`src/rtl/memory_data_interface_if.sv`:
```
// Load/store bus between the control unit, memory and the memory data interface.
// The master modport is the requester/memory side; the slave modport is the engine.
interface memory_data_interface_if;
  logic        start;
  logic        rw;
  logic [1:0]  size;
  logic        signed_load;
  logic [31:0] address;
  logic [31:0] store_data;
  logic [31:0] mem_data_in;
  logic        moc;
  logic        mfa;
  logic        mem_rw;
  logic [31:0] mem_address;
  logic [3:0]  byte_enable;
  logic [31:0] mem_data_out;
  logic [31:0] mdr;
  logic        done;
  logic        misaligned;
  logic        timeout;
  logic        busy;

  modport master (
    output start, rw, size, signed_load, address, store_data, mem_data_in, moc,
    input  mfa, mem_rw, mem_address, byte_enable, mem_data_out, mdr, done, misaligned,
           timeout, busy
  );

  modport slave (
    input  start, rw, size, signed_load, address, store_data, mem_data_in, moc,
    output mfa, mem_rw, mem_address, byte_enable, mem_data_out, mdr, done, misaligned,
           timeout, busy
  );
endinterface

```
`src/rtl/memory_data_interface.sv`:
```
// Load/store engine: MFA/MOC handshake with big-endian byte/halfword lane alignment,
// MDR capture for loads, and done/misaligned/timeout reporting.
module memory_data_interface #(
  parameter int unsigned TIMEOUT_CYCLES = 15
) (
  input logic                    clk,
  input logic                    rst,
  memory_data_interface_if.slave bus
);

  typedef enum logic [1:0] {StIdle, StAccess, StDone, StError} state_e;

  localparam logic [7:0] TimeoutLast = 8'(TIMEOUT_CYCLES - 1);

  state_e      state_q;
  logic [7:0]  count_q;
  logic [1:0]  size_q;
  logic        sgn_q;
  logic [1:0]  off_q;

  function automatic logic is_legal(logic [1:0] sz, logic [1:0] off);
    case (sz)
      2'b00:   return 1'b1;
      2'b01:   return ~off[0];
      2'b10:   return off == 2'b00;
      default: return 1'b0;
    endcase
  endfunction

  // Bit 3 is the most significant byte lane (offset 0, big-endian).
  function automatic logic [3:0] lane_mask(logic [1:0] sz, logic [1:0] off);
    case (sz)
      2'b00:   return 4'b1000 >> off;
      2'b01:   return off[1] ? 4'b0011 : 4'b1100;
      default: return 4'b1111;
    endcase
  endfunction

  function automatic logic [31:0] store_lanes(logic [1:0] sz, logic [31:0] data);
    case (sz)
      2'b00:   return {4{data[7:0]}};
      2'b01:   return {2{data[15:0]}};
      default: return data;
    endcase
  endfunction

  function automatic logic [31:0] load_align(logic [1:0] sz, logic sgn, logic [1:0] off,
                                             logic [31:0] data);
    logic [7:0]  b;
    logic [15:0] h;
    case (off)
      2'd0:    b = data[31:24];
      2'd1:    b = data[23:16];
      2'd2:    b = data[15:8];
      default: b = data[7:0];
    endcase
    h = off[1] ? data[15:0] : data[31:16];
    case (sz)
      2'b00:   return {{24{sgn & b[7]}}, b};
      2'b01:   return {{16{sgn & h[15]}}, h};
      default: return data;
    endcase
  endfunction

  always_ff @(posedge clk or posedge rst) begin
    if (rst) begin
      state_q          <= StIdle;
      count_q          <= 8'd0;
      size_q           <= 2'b00;
      sgn_q            <= 1'b0;
      off_q            <= 2'b00;
      bus.mfa          <= 1'b0;
      bus.mem_rw       <= 1'b0;
      bus.mem_address  <= 32'd0;
      bus.byte_enable  <= 4'd0;
      bus.mem_data_out <= 32'd0;
      bus.mdr          <= 32'd0;
      bus.done         <= 1'b0;
      bus.misaligned   <= 1'b0;
      bus.timeout      <= 1'b0;
      bus.busy         <= 1'b0;
    end else begin
      bus.done       <= 1'b0;
      bus.misaligned <= 1'b0;
      bus.timeout    <= 1'b0;
      unique case (state_q)
        StIdle: begin
          if (bus.start) begin
            bus.busy <= 1'b1;
            if (is_legal(bus.size, bus.address[1:0])) begin
              state_q          <= StAccess;
              count_q          <= 8'd0;
              size_q           <= bus.size;
              sgn_q            <= bus.signed_load;
              off_q            <= bus.address[1:0];
              bus.mfa          <= 1'b1;
              bus.mem_rw       <= bus.rw;
              bus.mem_address  <= {bus.address[31:2], 2'b00};
              bus.byte_enable  <= lane_mask(bus.size, bus.address[1:0]);
              bus.mem_data_out <= bus.rw ? 32'd0 : store_lanes(bus.size, bus.store_data);
            end else begin
              state_q        <= StError;
              bus.done       <= 1'b1;
              bus.misaligned <= 1'b1;
            end
          end
        end
        StAccess: begin
          count_q <= count_q + 8'd1;
          // MOC takes priority over an expiring timeout on the same edge.
          if (bus.moc || count_q == TimeoutLast) begin
            state_q         <= StDone;
            bus.mfa         <= 1'b0;
            bus.byte_enable <= 4'd0;
            bus.done        <= 1'b1;
            bus.timeout     <= ~bus.moc;
            if (bus.moc && bus.mem_rw) begin
              bus.mdr <= load_align(size_q, sgn_q, off_q, bus.mem_data_in);
            end
          end
        end
        StDone, StError: begin
          state_q  <= StIdle;
          bus.busy <= 1'b0;
        end
        default: state_q <= StIdle;
      endcase
    end
  end

endmodule

```
`src/flat_wrapper.sv`:
```
// flat-port wrapper written by rule: the top's interface ports become plain ports
module memory_data_interface_flat 
#(
  parameter int unsigned TIMEOUT_CYCLES = 15
)
  (clk, rst, bus_start, bus_rw, bus_size, bus_signed_load, bus_address, bus_store_data, bus_mem_data_in, bus_moc, bus_mfa, bus_mem_rw, bus_mem_address, bus_byte_enable, bus_mem_data_out, bus_mdr, bus_done, bus_misaligned, bus_timeout, bus_busy);
  memory_data_interface_if bus_i ();
  input logic clk;
  input logic rst;
  input wire logic [$bits(bus_i.start)-1:0] bus_start;
  input wire logic [$bits(bus_i.rw)-1:0] bus_rw;
  input wire logic [$bits(bus_i.size)-1:0] bus_size;
  input wire logic [$bits(bus_i.signed_load)-1:0] bus_signed_load;
  input wire logic [$bits(bus_i.address)-1:0] bus_address;
  input wire logic [$bits(bus_i.store_data)-1:0] bus_store_data;
  input wire logic [$bits(bus_i.mem_data_in)-1:0] bus_mem_data_in;
  input wire logic [$bits(bus_i.moc)-1:0] bus_moc;
  output wire logic [$bits(bus_i.mfa)-1:0] bus_mfa;
  output wire logic [$bits(bus_i.mem_rw)-1:0] bus_mem_rw;
  output wire logic [$bits(bus_i.mem_address)-1:0] bus_mem_address;
  output wire logic [$bits(bus_i.byte_enable)-1:0] bus_byte_enable;
  output wire logic [$bits(bus_i.mem_data_out)-1:0] bus_mem_data_out;
  output wire logic [$bits(bus_i.mdr)-1:0] bus_mdr;
  output wire logic [$bits(bus_i.done)-1:0] bus_done;
  output wire logic [$bits(bus_i.misaligned)-1:0] bus_misaligned;
  output wire logic [$bits(bus_i.timeout)-1:0] bus_timeout;
  output wire logic [$bits(bus_i.busy)-1:0] bus_busy;
  assign bus_i.start = bus_start;
  assign bus_i.rw = bus_rw;
  assign bus_i.size = bus_size;
  assign bus_i.signed_load = bus_signed_load;
  assign bus_i.address = bus_address;
  assign bus_i.store_data = bus_store_data;
  assign bus_i.mem_data_in = bus_mem_data_in;
  assign bus_i.moc = bus_moc;
  assign bus_mfa = bus_i.mfa;
  assign bus_mem_rw = bus_i.mem_rw;
  assign bus_mem_address = bus_i.mem_address;
  assign bus_byte_enable = bus_i.byte_enable;
  assign bus_mem_data_out = bus_i.mem_data_out;
  assign bus_mdr = bus_i.mdr;
  assign bus_done = bus_i.done;
  assign bus_misaligned = bus_i.misaligned;
  assign bus_timeout = bus_i.timeout;
  assign bus_busy = bus_i.busy;
  memory_data_interface #(.TIMEOUT_CYCLES(TIMEOUT_CYCLES)) u_core (.clk(clk), .rst(rst), .bus(bus_i));
endmodule
```
`config.mk`:
```
export PLATFORM = sky130hd
export DESIGN_NAME = memory_data_interface_flat
export DESIGN_NICKNAME = d
export VERILOG_FILES = /design/src/rtl/memory_data_interface_if.sv /design/src/rtl/memory_data_interface.sv /design/src/flat_wrapper.sv
export SDC_FILE = /design/constraint.sdc
export NUM_CORES = 1
export LEC_CHECK = 0
export BUFFER_PORTS_ARGS = -buffer_cell sky130_fd_sc_hd__buf_2
export CAP_MARGIN = 20
export CORE_MARGIN = 3
export CORE_UTILIZATION = 50
export DETAILED_ROUTE_END_ITERATION = 10
export PLACE_DENSITY = 0.87
export SETUP_SLACK_MARGIN = 0.2
export SLEW_MARGIN = 20
export SYNTH_ARGS = -nofsm -noshare
export SYNTH_HDL_FRONTEND = slang
export SYNTH_SLANG_ARGS = --single-unit
```
`constraint.sdc`:
```
create_clock -name clk -period 4.6 [get_ports clk]
set_input_delay 0.46 -clock clk [delete_from_list [all_inputs] [get_ports clk]]
set_output_delay 0.46 -clock clk [all_outputs]
set_load 0.005 [all_outputs]
```
==> key figures <==
Status
  • Status: completed

Yosys
  • Distinct cells, synth: 48
  • Simple-Gate Fraction of Synth Area: 19.33%
  • Synth warnings: 0
  • Post-synthesis register bit count: 119
  • Syn Area/Cell: 9.251 µm²
  • Synth area leader: dfrtp_1
  • Largest family of logic cells by synthesized area: simple AND/OR/NAND/NOR gates
  • Compound-cell area share of the yosys netlist: roughly 16%
  • Post-synth EDFFs: 0
  • Post-synthesis adder-cell area fraction: 0.4399%
  • Synth Instances: 615
  • Area share of the largest cell type after synthesis: 52.34%
  • Post-synthesis async set-or-reset flop share: 100.0%
  • Post-synth top flop: dfrtp_1
  • Mapped Area: around 5700 µm²
  • Post-Synth XOR/XNOR Area: 0%
  • Mux cell area share after synthesis: 7.192%
  • Dominant cells by area after synthesis: dfrtp_1 (52%), nand2_1 (12%), mux2i_1 (5.8%), o31ai_1 (3.6%), a21oi_1 (3.3%)
  • Seq/Total Area, Yosys: 52.34%

GRT
  • Met2 GRT Util: between 40 and 50%
  • Vias in the first global route: between 5,000 and 6,000
  • Met3 Use GR: 6.523%
  • Initial antenna violation count: 0
  • Busiest grt layer: met2
  • First-pass GRT wire length: about 26,000 µm
  • Gr usage total: about a quarter
  • Largest net degree at the start of global routing: 72
  • Total grt overflow: 0
  • M1 GR Usage: 34.27%

Final layout
  • Highest-count cells in the layout ignoring fill and taps: buf_2 (207), nand2_1 (181), dfrtp_1 (119)
  • Nets: 909
  • Antenna cells: 0
  • Post-Layout Cell Count: 955
  • Area Overhead vs Synth: 29.98%
  • Share of layout cells above drive strength 1: between 30% and 40%
  • Commonest non-fill, non-tap cell in the layout: buf_2
  • Post-layout utilization of the core: 67.33%
  • Post-route cell area: approximately 7400 µm²

Power and ir drop
  • Design Power: 4.833 mW
  • Leak pwr: 3.827 nW
  • Power per Cell Area: 653.5 nW/µm²
  • Max VDD drop: 0.3069 mV

Worst setup path
  • Critical R2R Launch: u_core.state_q[1]$_DFFE_PP0P_
  • Startpoint types: flip-flop
  • CP endpoint kind: flip-flop
  • FF-to-FF End: u_core.bus.mdr[28]$_DFFE_PP0P_
  • CP required: 4.83 ns
  • Worst-path cell chain: nand2b_1, or2_1, a31oi_2, a21oi_1
  • Critical path arrival: between 2 and 3 ns
  • R2R setup slack: 2.02 ns
  • Highest-delay cell along the critical path: a31oi_2
  • Worst path max stage delay: 0.81 ns
  • Kind of critical path: flip-flop to flip-flop
  • Worst-case reg-to-reg path depth: 4
  • Crit Path Max Fanout: 21

Floorplanning
  • I/O Pins: 210
  • Die X: approximately 110 µm
  • Die H: about 110 µm
  • Full die area: 12,690 µm²
  • Site Rows: 38
  • CORE AREA: approximately 11,000 µm²
  • Initial Utilization: 51.80%

Placement
  • DPL Wire Length: roughly 11,000 µm
  • GPL Wtd Cong: roughly 0.94
  • Placement Cell Area: 6760 µm²
  • Number of buffers added on ports: 207
  • Cell Count Post-Placement: between 900 and 1,000
  • DP Worst Slack: 1.959 ns

Clock tree
  • Number of buffers created by CTS: 17
  • Cts hold-fix bufs: 0
  • CTS tree: done
  • Clock Path Buffers: 2
  • H-tree Lvls: 4
  • Post-CTS sizing: 0
  • Clock Pin Slew Worst Setup and Hold Paths: 0.06 ns
  • Worst-Skew Late Latency: approximately 0.4 ns
  • Clock Sinks: approximately 120
  • Root Buffer: clkbuf_16
  • Post-CTS setup buffer count: 0

STA
  • Final hold viol count: 0
  • RSZ-0062 raised after global routing: false
  • Final hold slack: approximately 0.14 ns
  • Setup TNS: 0 ns
  • Achievable frequency: between 300 and 400 MHz
  • Setup Viol. Count Final: 0
  • Max-slew headroom: about a third
  • Tmin final: 2.578 ns
  • Final WS setup: slightly above 2 ns
  • Final period util: 56.05%
  • Slew Viols, Final: 0
  • Clk_skew: 0.01507 ns
  • Tightest Pin Transition: 1.018 ns

Routing
  • DRC viols: 0
  • Vias: 5,271
  • Detailed Routing Iterations Pass 1: 6
  • DRT Wirelength: approximately 16,000 µm
  • 1st-iter DRT viols: about 500
  • Post-route antenna net violation count: 0
  • Wire length per cell: 17.02 µm
  • Number of vias per cell: 5.519

Flow run
  • Max cap viols: 0

Worst hold path
  • Worst hold path class: input pin to asynchronous set/reset pin
==> power by group <==
group,switching [mW],internal (mW)
Combinational,0.809,0.704
Clock,0.498,0.926
Sequential,0.389,1.51
==> per-layer routing <==
| layer | share of wire (%) | vias up |
|---|---|---|
| met3 | 9.0 | 17 |
| li1 | - | 2478 |
| met5 | 0 | - |
| met1 | 42 | 2505 |
| met4 | 1.5 | 0 |
| met2 | 48 | 271 |
==> area by class of cell <==
| cell class | count | area, µm² |
|---|---|---|
| sequential | 119 | 2978 |
| inverter | 11 | 43.79 |
| fill | 877 | 3588 |
| tap | 140 | 175.2 |
| multi-input combinational | 442 | 2477 |
| clock inverter | 13 | 195.2 |
| clock buffer | 18 | 439.2 |
| timing repair buffer | 212 | 1086 |
==> cells by family after synthesis <==
logic type / count (synthesis)
and+or+nand+nor: 258
AOI/OAI and AO/OA: 140
DFF: 119
buffers and inverters: 55
muxes: 40
adders and majority gates: 2
other: 1
==> worst max path at each step <==
| stage | startpoint | endpoint | depth (start not counted) |
|---|---|---|---|
| 6_report | u_core.state_q[1]$_DFFE_PP0P_ | u_core.bus.mdr[28]$_DFFE_PP0P_ | 4 |
| 4_1_cts | u_core.state_q[1]$_DFFE_PP0P_ | u_core.bus.mdr[19]$_DFFE_PP0P_ | 4 |
| 5_1_grt | u_core.size_q[1]$_DFFE_PP0P_ | u_core.bus.mdr[31]$_DFFE_PP0P_ | 3 |
| 3_5_place_dp | bus_size[1] | u_core.count_q[7]$_DFFE_PP0P_ | 6 |
| 3_3_place_gp | bus_size[1] | u_core.count_q[7]$_DFFE_PP0P_ | 6 |
| 2_1_floorplan | rst | u_core.bus.busy$_DFFE_PP0P_ | 1 |
==> cells in the mapped netlist, drive strengths merged, types with 3 or more instances <==
cell / number
nor2b: 3
a211o: 4
nand2: 181
nand3b: 3
dfrtp: 119
buf: 24
o22ai: 4
a22o: 5
o21a: 4
a31oi: 3
nor3: 4
nand2b: 14
nand3: 5
a22oi: 8
or4: 4
o21ai: 31
o2bb2ai: 3
or3b: 4
a221oi: 6
nor2: 32
mux2: 7
mux2i: 33
clkbuf: 20
a21oi: 38
o31ai: 27
inv: 11
==> worst max-delay path, delay by kind of cell (launching register included) <==
family           cells  cell delay [ns]
AO/OA/AOI/OAI        2             0.96
flip-flops           1             0.53
AND/OR/NAND/NOR      2             0.91
==> flip-flops by register name (all words and copies together) (netlist names) <==
signal and cells:
u_core.bus.byte_enable 4, u_core.sgn_q 1, u_core.count_q 8, u_core.bus.mdr 32
u_core.off_q 2, u_core.bus.mem_rw 1, u_core.state_q 2, u_core.size_q 2
u_core.bus.timeout 1, u_core.bus.mem_data_out 32, u_core.bus.mem_address 30, u_core.bus.done 1
u_core.bus.busy 1, u_core.bus.misaligned 1, u_core.bus.mfa 1
(Power assumes the default switching activity.)
